## config.mk

```make
export PLATFORM = sky130hd
export DESIGN_NAME = if_fetch_unit
export DESIGN_NICKNAME = d
export VERILOG_FILES = /design/src/rtl/if_fetch_unit.sv
export SDC_FILE = /design/constraint.sdc
export NUM_CORES = 1
export LEC_CHECK = 0
export ABC_CLOCK_PERIOD_IN_PS = 11100
export CORE_ASPECT_RATIO = 0.5
export CORE_MARGIN = 2
export CORE_UTILIZATION = 40
export CTS_BUF_LIST = sky130_fd_sc_hd__clkbuf_16
export CTS_CLUSTER_SIZE = 12
export DETAILED_ROUTE_END_ITERATION = 10
export DONT_BUFFER_PORTS = 1
export PLACE_DENSITY = 0.59
export REMOVE_ABC_BUFFERS = 1
export SLEW_MARGIN = 20
export SYNTH_ARGS = -nofsm -noshare
export SYNTH_HDL_FRONTEND = slang
export SYNTH_SLANG_ARGS = --single-unit
```

## constraint.sdc

```tcl
create_clock -name clk -period 11.1 [get_ports clk]
set_input_delay 2.775 -clock clk [delete_from_list [all_inputs] [get_ports clk]]
set_output_delay 2.775 -clock clk [all_outputs]
set_load 0.01 [all_outputs]
```

## src/rtl/if_fetch_unit.sv

```systemverilog
// Instruction-fetch front end: owns the fetch PC, issues in-order
// req/gnt fetches and presents if_pc/if_inst/if_valid to IF/ID.
module if_fetch_unit #(
  parameter logic [31:0] RESET_PC = 32'h0000_0000,
  parameter int unsigned DEPTH    = 2
) (
  input  logic        clk,
  input  logic        rst,
  input  logic        stall,
  input  logic        branch_flag,
  input  logic [31:0] branch_target_address,
  output logic        imem_req,
  output logic [31:0] imem_addr,
  input  logic        imem_gnt,
  input  logic        imem_rvalid,
  input  logic [31:0] imem_rdata,
  output logic [31:0] if_pc,
  output logic [31:0] if_inst,
  output logic        if_valid
);

  localparam int AW = $clog2(DEPTH);
  localparam int CW = $clog2(DEPTH + 1);
  localparam logic [CW:0] CAP = (CW+1)'(DEPTH);

  typedef logic [AW-1:0] ptr_t;
  typedef logic [CW-1:0] cnt_t;

  logic [31:0] fetch_pc;
  cnt_t        outstanding;
  cnt_t        count;
  cnt_t        drop_cnt;

  logic [31:0] tag_mem [DEPTH];
  ptr_t        tag_rd;
  ptr_t        tag_wr;

  logic [31:0] buf_pc   [DEPTH];
  logic [31:0] buf_inst [DEPTH];
  ptr_t        buf_rd;
  ptr_t        buf_wr;

  logic        redirect;
  logic [CW:0] credit;
  logic        accept;
  logic        resp;
  logic        live;
  logic [31:0] live_pc;
  logic        buf_empty;
  logic        buf_push;
  logic        buf_pop;

  logic [31:0] nxt_pc;
  logic [31:0] nxt_inst;
  logic        nxt_valid;

  assign redirect  = branch_flag && !stall;
  assign credit    = {1'b0, outstanding} + {1'b0, count};
  assign imem_req  = !rst && !redirect && (credit < CAP);
  assign imem_addr = fetch_pc;
  assign accept    = imem_req && imem_gnt;

  // A stray rvalid with nothing outstanding is ignored outright.
  assign resp      = imem_rvalid && (outstanding != '0);
  assign live      = resp && (drop_cnt == '0);
  assign live_pc   = tag_mem[tag_rd];
  assign buf_empty = (count == '0);

  assign buf_pop  = !rst && !redirect && !stall && !buf_empty;
  assign buf_push = !rst && !redirect && live
                 && (stall || !buf_empty);

  always_ff @(posedge clk) begin
    if (rst) begin
      fetch_pc    <= RESET_PC;
      outstanding <= '0;
      drop_cnt    <= '0;
    end else begin
      outstanding <= outstanding + cnt_t'(accept)
                   - cnt_t'(resp);
      if (redirect) begin
        fetch_pc <= branch_target_address;
        drop_cnt <= outstanding - cnt_t'(resp);
      end else begin
        if (accept)
          fetch_pc <= fetch_pc + 32'd4;
        if (resp && drop_cnt != '0)
          drop_cnt <= drop_cnt - 1'b1;
      end
    end
  end

  always_ff @(posedge clk) begin
    if (rst) begin
      tag_rd <= '0;
      tag_wr <= '0;
    end else if (redirect) begin
      tag_rd <= '0;
      tag_wr <= '0;
    end else begin
      if (accept)
        tag_wr <= tag_wr + 1'b1;
      if (live)
        tag_rd <= tag_rd + 1'b1;
    end
  end

  always_ff @(posedge clk) begin
    if (accept)
      tag_mem[tag_wr] <= fetch_pc;
  end

  always_ff @(posedge clk) begin
    if (buf_push) begin
      buf_pc[buf_wr]   <= live_pc;
      buf_inst[buf_wr] <= imem_rdata;
    end
  end

  // Buffered words go first; a live word bypasses only when empty.
  always_comb begin
    nxt_pc    = if_pc;
    nxt_inst  = if_inst;
    nxt_valid = if_valid;
    if (redirect) begin
      nxt_inst  = '0;
      nxt_valid = 1'b0;
    end else if (!stall) begin
      if (!buf_empty) begin
        nxt_pc    = buf_pc[buf_rd];
        nxt_inst  = buf_inst[buf_rd];
        nxt_valid = 1'b1;
      end else if (live) begin
        nxt_pc    = live_pc;
        nxt_inst  = imem_rdata;
        nxt_valid = 1'b1;
      end else begin
        nxt_inst  = '0;
        nxt_valid = 1'b0;
      end
    end
  end

  always_ff @(posedge clk) begin
    if (rst) begin
      count    <= '0;
      buf_rd   <= '0;
      buf_wr   <= '0;
      if_pc    <= '0;
      if_inst  <= '0;
      if_valid <= 1'b0;
    end else begin
      if (redirect) begin
        count  <= '0;
        buf_rd <= '0;
        buf_wr <= '0;
      end else begin
        count <= count + cnt_t'(buf_push)
               - cnt_t'(buf_pop);
        if (buf_push)
          buf_wr <= buf_wr + 1'b1;
        if (buf_pop)
          buf_rd <= buf_rd + 1'b1;
      end
      if_pc    <= nxt_pc;
      if_inst  <= nxt_inst;
      if_valid <= nxt_valid;
    end
  end

  a_no_stray_rvalid: assert property (
    @(posedge clk) disable iff (rst)
    imem_rvalid |-> (outstanding != '0));

  a_credit: assert property (
    @(posedge clk) disable iff (rst)
    credit <= CAP);

endmodule

```

==> key figures, run 1 <==
Clock network
  • Post-CTS Setup Repair Bufs: 0
  • H-tree depth: 1
  • Clock latency reported for the late side of the worst-skew pair: 0.56 ns
  • CTS tree: yes
  • Clock Tree Buf Depth: 3
  • CTS buffer count: 30
  • Clock transition at the registers of the reported paths: 0.06 ns
  • CTS resizes: 0
  • Root Driver: clkbuf_16
  • Clock sink total: 301
  • Hold_buf cts: 0

Finish
  • Fillers: 2628
  • Share of cells above drive strength 1: 0.1569
  • Final core utilization: 0.4528
  • # diodes: 0
  • Nets: 940
  • Synth-to-Final Area Change: 11.09%

Setup path
  • Worst R2R End: tag_mem[0][13]
  • Max FO, Critical Path: 63
  • Worst endpoint required time: 8.33 ns
  • Crit path arrival time: 3.84 ns
  • Crit path launch type: primary input
  • Worst r2r src: outstanding[0]
  • Crit. End Element: output port
  • Worst Setup Path Type: in2out
  • R2R depth: 7
  • R2R Setup Slk: 7.92 ns

Worst hold path
  • Hold Crit Endpoint: if_pc[3]
  • Hold Path Cell Cnt: 2
  • Class of the worst hold path: reg2reg
  • Min-Delay Startpoint: if_pc[3]

Timing
  • FMAX: 151.1 MHz
  • Actual slew at the worst max-slew pin: 1.028 ns
  • Pins Over Slew Limit: 0
  • Final Skew: 0.01652 ns
  • Tcrit/Tclk final: 0.5962
  • RSZ-0062 raised after global routing: false
  • Tmin final: 6.617 ns
  • Slew margin rel.: 0.3144
  • Hold Vio Cnt, Final: 0
  • Setup-failing EPs final: 0

GRT
  • Vias in the first global route: 7148
  • First-pass GRT wire length: 42390 um
  • Total gr overflow: 0
  • Initial antenna violation count: 0
  • Gr usage total: 0.1764
  • Largest net degree at the start of global routing: 73

Synthesis
  • Cells after Synth: 879
  • Mux contribution to synthesized area: 0.08956
  • Cell Area, Synth: 11850 um2
  • Synth area leaders: edfxtp_1 49%, dfxtp_1 18%, mux2_2 6.1%
  • Syn Area/Cell: 13.48 um2
  • Sequential fraction of the synthesis area: 0.6708
  • Ys Warns: 0
  • Largest family of logic cells by synthesized area: simple AND/OR/NAND/NOR gates
  • Seq cells post-synth: 301
  • Post-synth top area share: 0.4866
  • Yosys cell types: 45
  • Simple-Gate Fraction of Synth Area: 0.09547
  • Adder-Cell Fraction of Synth Area: 0.008026
  • Compound-Gate Fraction of Synth Area: 0.08829
  • Cell taking the most area after synthesis: edfxtp_1
  • Synth Area in XOR/XNOR: 0.02587

Detailed routing
  • DR iter-0 viols: 623
  • WL per Instance: 21.71 um
  • DRT Pass-1 Iters: 5
  • Via count: 7095
  • Total Routed Length: 27720 um
  • DR DRC count: 0
  • Routed Antenna Nets: 0
  • Via/cell ratio: 5.556

Floorplan
  • IO Pins: 168
  • Die area: 31100 um2
  • Core Area: 29070 um2
  • Die width: 247.4 um
  • Starting density of the core: 0.4076
  • Die height: 125.7 um
  • Cell Rows: 44

Run
  • Max cap viols: 0

Placed design
  • Gp weighted congestion: 0.7405
  • Port buffer count: 0
  • Post-DP HPWL: 16240 um

Power
  • PwrDens: 185.7 nW/um2
  • Total power: 2445 uW
  • Leakage Power: 0.004171 uW
  • Max VDD drop: 0.1199 mV

Outcome
  • Status: finished, final reports clean
how the worst max path moves through the flow:
stage               startpoint        endpoint  depth (start not counted)
floorplan                stall  buf_inst[0][0]                          3
global placement         stall        imem_req                          4
global route             stall        imem_req                          4
finish                   stall        imem_req                          4
CTS                      stall        imem_req                          4
detailed placement       stall        imem_req                          4
state kept, by name (all words and copies together), names as in the netlist, named ones only:
signal	count
drop_cnt	2
tag_wr	1
buf_rd	1
buf_inst	64
tag_rd	1
tag_mem	64
imem_addr	32
count	2
buf_wr	1
if_pc	32
buf_pc	64
if_valid	1
outstanding	2
if_inst	32
synth_stat cells (all sizes together):
master and count:
a311oi 3, o31a 1, mux2 64, nand2b 2, and2 2, nor3b 1
nand3 11, xor2 18, and3 6, dfxtp 109, a222oi 32, or4b 1
o21a 1, nand4 11, clkbuf 48, and4 5, nor2 81, ha 6
xnor2 17, or2 3, fa 1, buf 13, inv 6, a21oi 38
nand2 82, or3 3, a211oi 27, o21bai 1, nor4 7, o21ai 1
edfxtp 192, a2111oi 1, nor3 12, mux2i 34, nor4b 1, o211ai 33
nor2b 5
stage by stage:
stage	hold slack [ns]	worst slack, ns	std cells	area (um2)	setup TNS, ns
floorplan	0.4725	-0.9046	818	11610	-57.90
global placement	0.4894	4.459	1221	12230	0
detailed placement	0.4907	4.480	1221	12230	0
CTS	0.4988	4.475	1276	13130	0
global route	0.5225	4.385	1277	13160	0
finish	0.4953	4.483	1277	13160	0
cells by family after synthesis:
family                   after synthesis
buffers and inverters                 67
adder cells (fa/ha/maj)                7
multiplexers                          98
AND/OR/NAND/NOR                      233
XOR/XNOR                              35
AO/OA/AOI/OAI                        138
flip-flops                           301
critical path: stages:
cell,delay (ns)
nand2b_2,0.09
buf_4,0.55
nand2b_2,0.11
nor3_1,0.30
cell usage in the layout (no fill, tap or decap), types with 2 or more instances in the layout:
| master | instances |
|---|---|
| and2_1 | 2 |
| inv_1 | 25 |
| mux2_2 | 64 |
| edfxtp_1 | 192 |
| ha_1 | 6 |
| o211ai_1 | 33 |
| and4_1 | 5 |
| nand2_1 | 82 |
| buf_4 | 12 |
| mux2i_1 | 34 |
| a311oi_1 | 3 |
| nand4_1 | 9 |
| xor2_1 | 18 |
| nor3_2 | 3 |
| clkinv_2 | 2 |
| nor3_1 | 9 |
| a211oi_2 | 3 |
| or3_1 | 2 |
| xnor2_1 | 17 |
| and3_1 | 5 |
| nor4_4 | 2 |
| a222oi_1 | 32 |
| nand3_1 | 11 |
| nor4_2 | 4 |
| or2_2 | 3 |
| nand4_2 | 2 |
| dfxtp_1 | 108 |
| nor2b_1 | 4 |
| clkbuf_16 | 31 |
| nor2_1 | 80 |
| a211oi_1 | 24 |
| a21oi_1 | 38 |
| nand2b_2 | 2 |
where the power goes:
| part | internal [uW] | switching, uW | leakage, uW |
|---|---|---|---|
| registers | 1250 | 48.5 | 0.00264 |
| logic | 85.0 | 124 | 0.00102 |
| clock network | 523 | 412 | 0.000511 |
area by class of cell:
class,instances,area [um2],share of cell area
repair buffers,13,117.6,0.008936
flip-flops and latches,301,7951,0.6041
clock inverters,24,123.9,0.009412
inverters,6,22.52,0.001711
well taps,391,489.2,0.03717
clock buffers,31,775.7,0.05894
multi-input cells,511,3681,0.2797
per-layer routing:
layer  routed length [um]  track usage  share of wire  up-vias
met5                    0            0              0        -
met4                  431      0.04015          0.016        0
met3                 1697      0.04327          0.061       32
met2                13940       0.3056           0.50      168
met1                11650       0.2238           0.42     3595
li1                     -            -              -     3300
Note: power is estimated with default switching activity, not from simulation.
==> run 2, diff against run 1 <==
- ABC_CLOCK_PERIOD_IN_PS: 11100 -> 6700
- clock period: 11.1 -> 6.7 ns (I/O delays scaled with it)
==> run 2 against run 1 <==
Highest routed layer unchanged. Register-to-register slack worse by 4.4 ns. First-iteration DRC count fell by 6.4%. Clock-buffer cell count decreased by 2. Sequential power is 66% higher. Flip-flop and latch count did not move. Wire length decreased by 2.3%. Clock skew fell by 0.0064 ns. Non-clock buffer count unchanged. Combinational power grew 66%. Cell count fell by 0.23%.
==> key figures, run 2 (same netlist as run 1, synthesis figures left out) <==
Detailed routing
  • DR DRC count: 0 (unchanged)
  • Routed Antenna Nets: 0 (unchanged)
  • Via count: 7008 (-1.2%)
  • WL per Instance: 21.27 um (-2.0%)
  • Total Routed Length: 27090 um (-2.3%)
  • DRT Pass-1 Iters: 8 (+3)
  • DR iter-0 viols: 583 (-6.4%)
  • Via/cell ratio: 5.501 (-0.99%)

Clock network
  • Clock transition at the registers of the reported paths: 0.06 ns (about the same)
  • CTS tree: yes
  • Clock latency reported for the late side of the worst-skew pair: 0.55 ns (about the same)
  • H-tree depth: 1 (unchanged)
  • Root Driver: clkbuf_16
  • Hold_buf cts: 0 (unchanged)
  • CTS resizes: 0 (unchanged)
  • Post-CTS Setup Repair Bufs: 0 (unchanged)
  • Clock Tree Buf Depth: 3 (unchanged)
  • Clock sink total: 301 (unchanged)
  • CTS buffer count: 29 (-3.3%)

Timing
  • Tcrit/Tclk final: 0.6593
  • Slew margin rel.: 0.3278 (+0.01341)
  • Pins Over Slew Limit: 0 (unchanged)
  • Final Skew: 0.01011 ns (-0.006408 ns)
  • Setup-failing EPs final: 0 (unchanged)
  • Hold Vio Cnt, Final: 0 (unchanged)
  • Tmin final: 4.418 ns
  • Worst hold margin: 0.4952 ns (-0.00004900 ns)
  • FMAX: 226.4 MHz
  • RSZ-0062 raised after global routing: false
  • Actual slew at the worst max-slew pin: 1.008 ns (-0.02012 ns)

Finish
  • Nets: 939 (-0.11%)
  • Most frequent cells in the layout: 192 x edfxtp_1, 108 x dfxtp_1, 82 x nand2_1, 80 x nor2_1, 64 x mux2_2
  • Top flop regs: buf_inst x64, buf_pc x64, tag_mem x64
  • Share of cells above drive strength 1: 0.1519 (-0.004957)
  • Synth-to-Final Area Change: 10.38%
  • Commonest non-fill, non-tap cell in the layout: edfxtp_1
  • Non-Filler Instances: 1274 (-0.23%)

Setup path
  • Crit path launch type: primary input
  • R2R depth: 7 (unchanged)
  • CP top delay family: buffers and inverters
  • Worst path bufs/invs: 1 (unchanged)
  • Crit. End Element: output port
  • Max FO, Critical Path: 63 (unchanged)
  • R2R Setup Slk: 3.53 ns (-4.39 ns)
  • Crit path arrival time: 2.74 ns (-1.10 ns)
  • Worst Setup Path Type: in2out
  • Worst r2r src: outstanding[0]
  • Worst R2R End: tag_mem[0][18]
  • Most used cell, CP: nand2b_2
  • Slowest CP cell: buf_4
  • Delay of the slowest critical-path stage: 0.55 ns (about the same)
  • Worst endpoint required time: 5.03 ns (-3.30 ns)
  • Cells along the critical path: nand2b_2 > buf_4 > nand2b_2 > nor3_1

Placed design
  • Port buffer count: 0 (unchanged)
  • Cells after DPL: 1221 (unchanged)
  • Post-DP HPWL: 16080 um (-0.95%)
  • Gp weighted congestion: 0.7606 (+2.7%)

GRT
  • Largest net degree at the start of global routing: 73 (unchanged)
  • Gr usage total: 0.1743 (-0.002140)
  • Vias in the first global route: 7144 (-0.056%)
  • Initial antenna violation count: 1 (+1)
  • Total gr overflow: 0 (unchanged)
  • First-pass GRT wire length: 42120 um (-0.63%)

Floorplan
  • Die height: 125.7 um (unchanged)
  • Core Area: 29070 um2 (unchanged)
  • IO Pins: 168 (unchanged)
  • Die area: 31100 um2 (unchanged)
  • Cell Rows: 44 (unchanged)
  • Die width: 247.4 um (unchanged)
  • Starting density of the core: 0.4076 (unchanged)

Worst hold path
  • Hold Path Cell Cnt: 2 (unchanged)
  • Min-Delay Startpoint: if_pc[4]
  • Class of the worst hold path: reg2reg
  • Hold Crit Endpoint: if_pc[4]

Outcome
  • Status: finished, final reports clean

Power
  • Leakage Power: 0.004122 uW (-1.2%)
  • Max VDD drop: 0.1763 mV (+47%)
  • PwrDens: 301.0 nW/um2 (+62%)

Run
  • Max cap viols: 0 (unchanged)
==> run 2: through the flow <==
step | power [uW] | area (um2) | setup TNS (ns) | setup WS [ns] | utilization
4_1_cts | 3991 | 13050 | 0 | 2.288 | 0.4489
3_3_place_gp | 2527 | 12230 | 0 | 2.292 | 0.4209
2_1_floorplan | 2431 | 11610 | -269.10 | -4.205 | -
6_report | 3936 | 13080 | 0 | 2.282 | 0.4499
3_5_place_dp | 2540 | 12230 | 0 | 2.285 | 0.4209
5_1_grt | 4111 | 13080 | 0 | 2.178 | 0.4499
==> run 2: how the worst max path moves through the flow <==
| stage | startpoint | endpoint | slack, ns | cells past startpoint |
|---|---|---|---|---|
| floorplan | stall | buf_inst[0][0] | -4.20 | 3 |
| global placement | stall | imem_req | 2.29 | 4 |
| detailed placement | stall | imem_req | 2.29 | 4 |
| CTS | stall | imem_req | 2.29 | 4 |
| global route | stall | imem_req | 2.18 | 4 |
| finish | stall | imem_req | 2.28 | 4 |
==> run 2: layout make-up <==
| cell class | instances | area, um2 |
|---|---|---|
| fillers | 2589 | 15990 |
| inverters | 6 | 22.52 |
| repair buffers | 13 | 117.6 |
| clock inverters | 22 | 87.58 |
| flip-flops and latches | 301 | 7951 |
| multi-input cells | 511 | 3681 |
| well taps | 391 | 489.2 |
| clock buffers | 29 | 725.7 |
| diodes | 1 | 2.502 |
==> run 2: power breakdown <==
part           internal, uW  switching (uW)
combinational           141             205
sequential             2080            79.9
clock                   774             660
==> run 2: metal layers <==
layer,vias up,share of wire,track usage
li1,3282,-,-
met1,3497,0.42,0.2219
met2,183,0.49,0.2948
met3,46,0.067,0.04433
met4,0,0.027,0.05037
met5,-,0,0
==> run 2: worst min-delay path, delay by kind of cell, from the launching register on <==
| family | cells | cell delay [ns] |
|---|---|---|
| AO/OA/AOI/OAI | 1 | 0.05 |
| AND/OR/NAND/NOR | 1 | 0.06 |
| flip-flops | 1 | 0.34 |
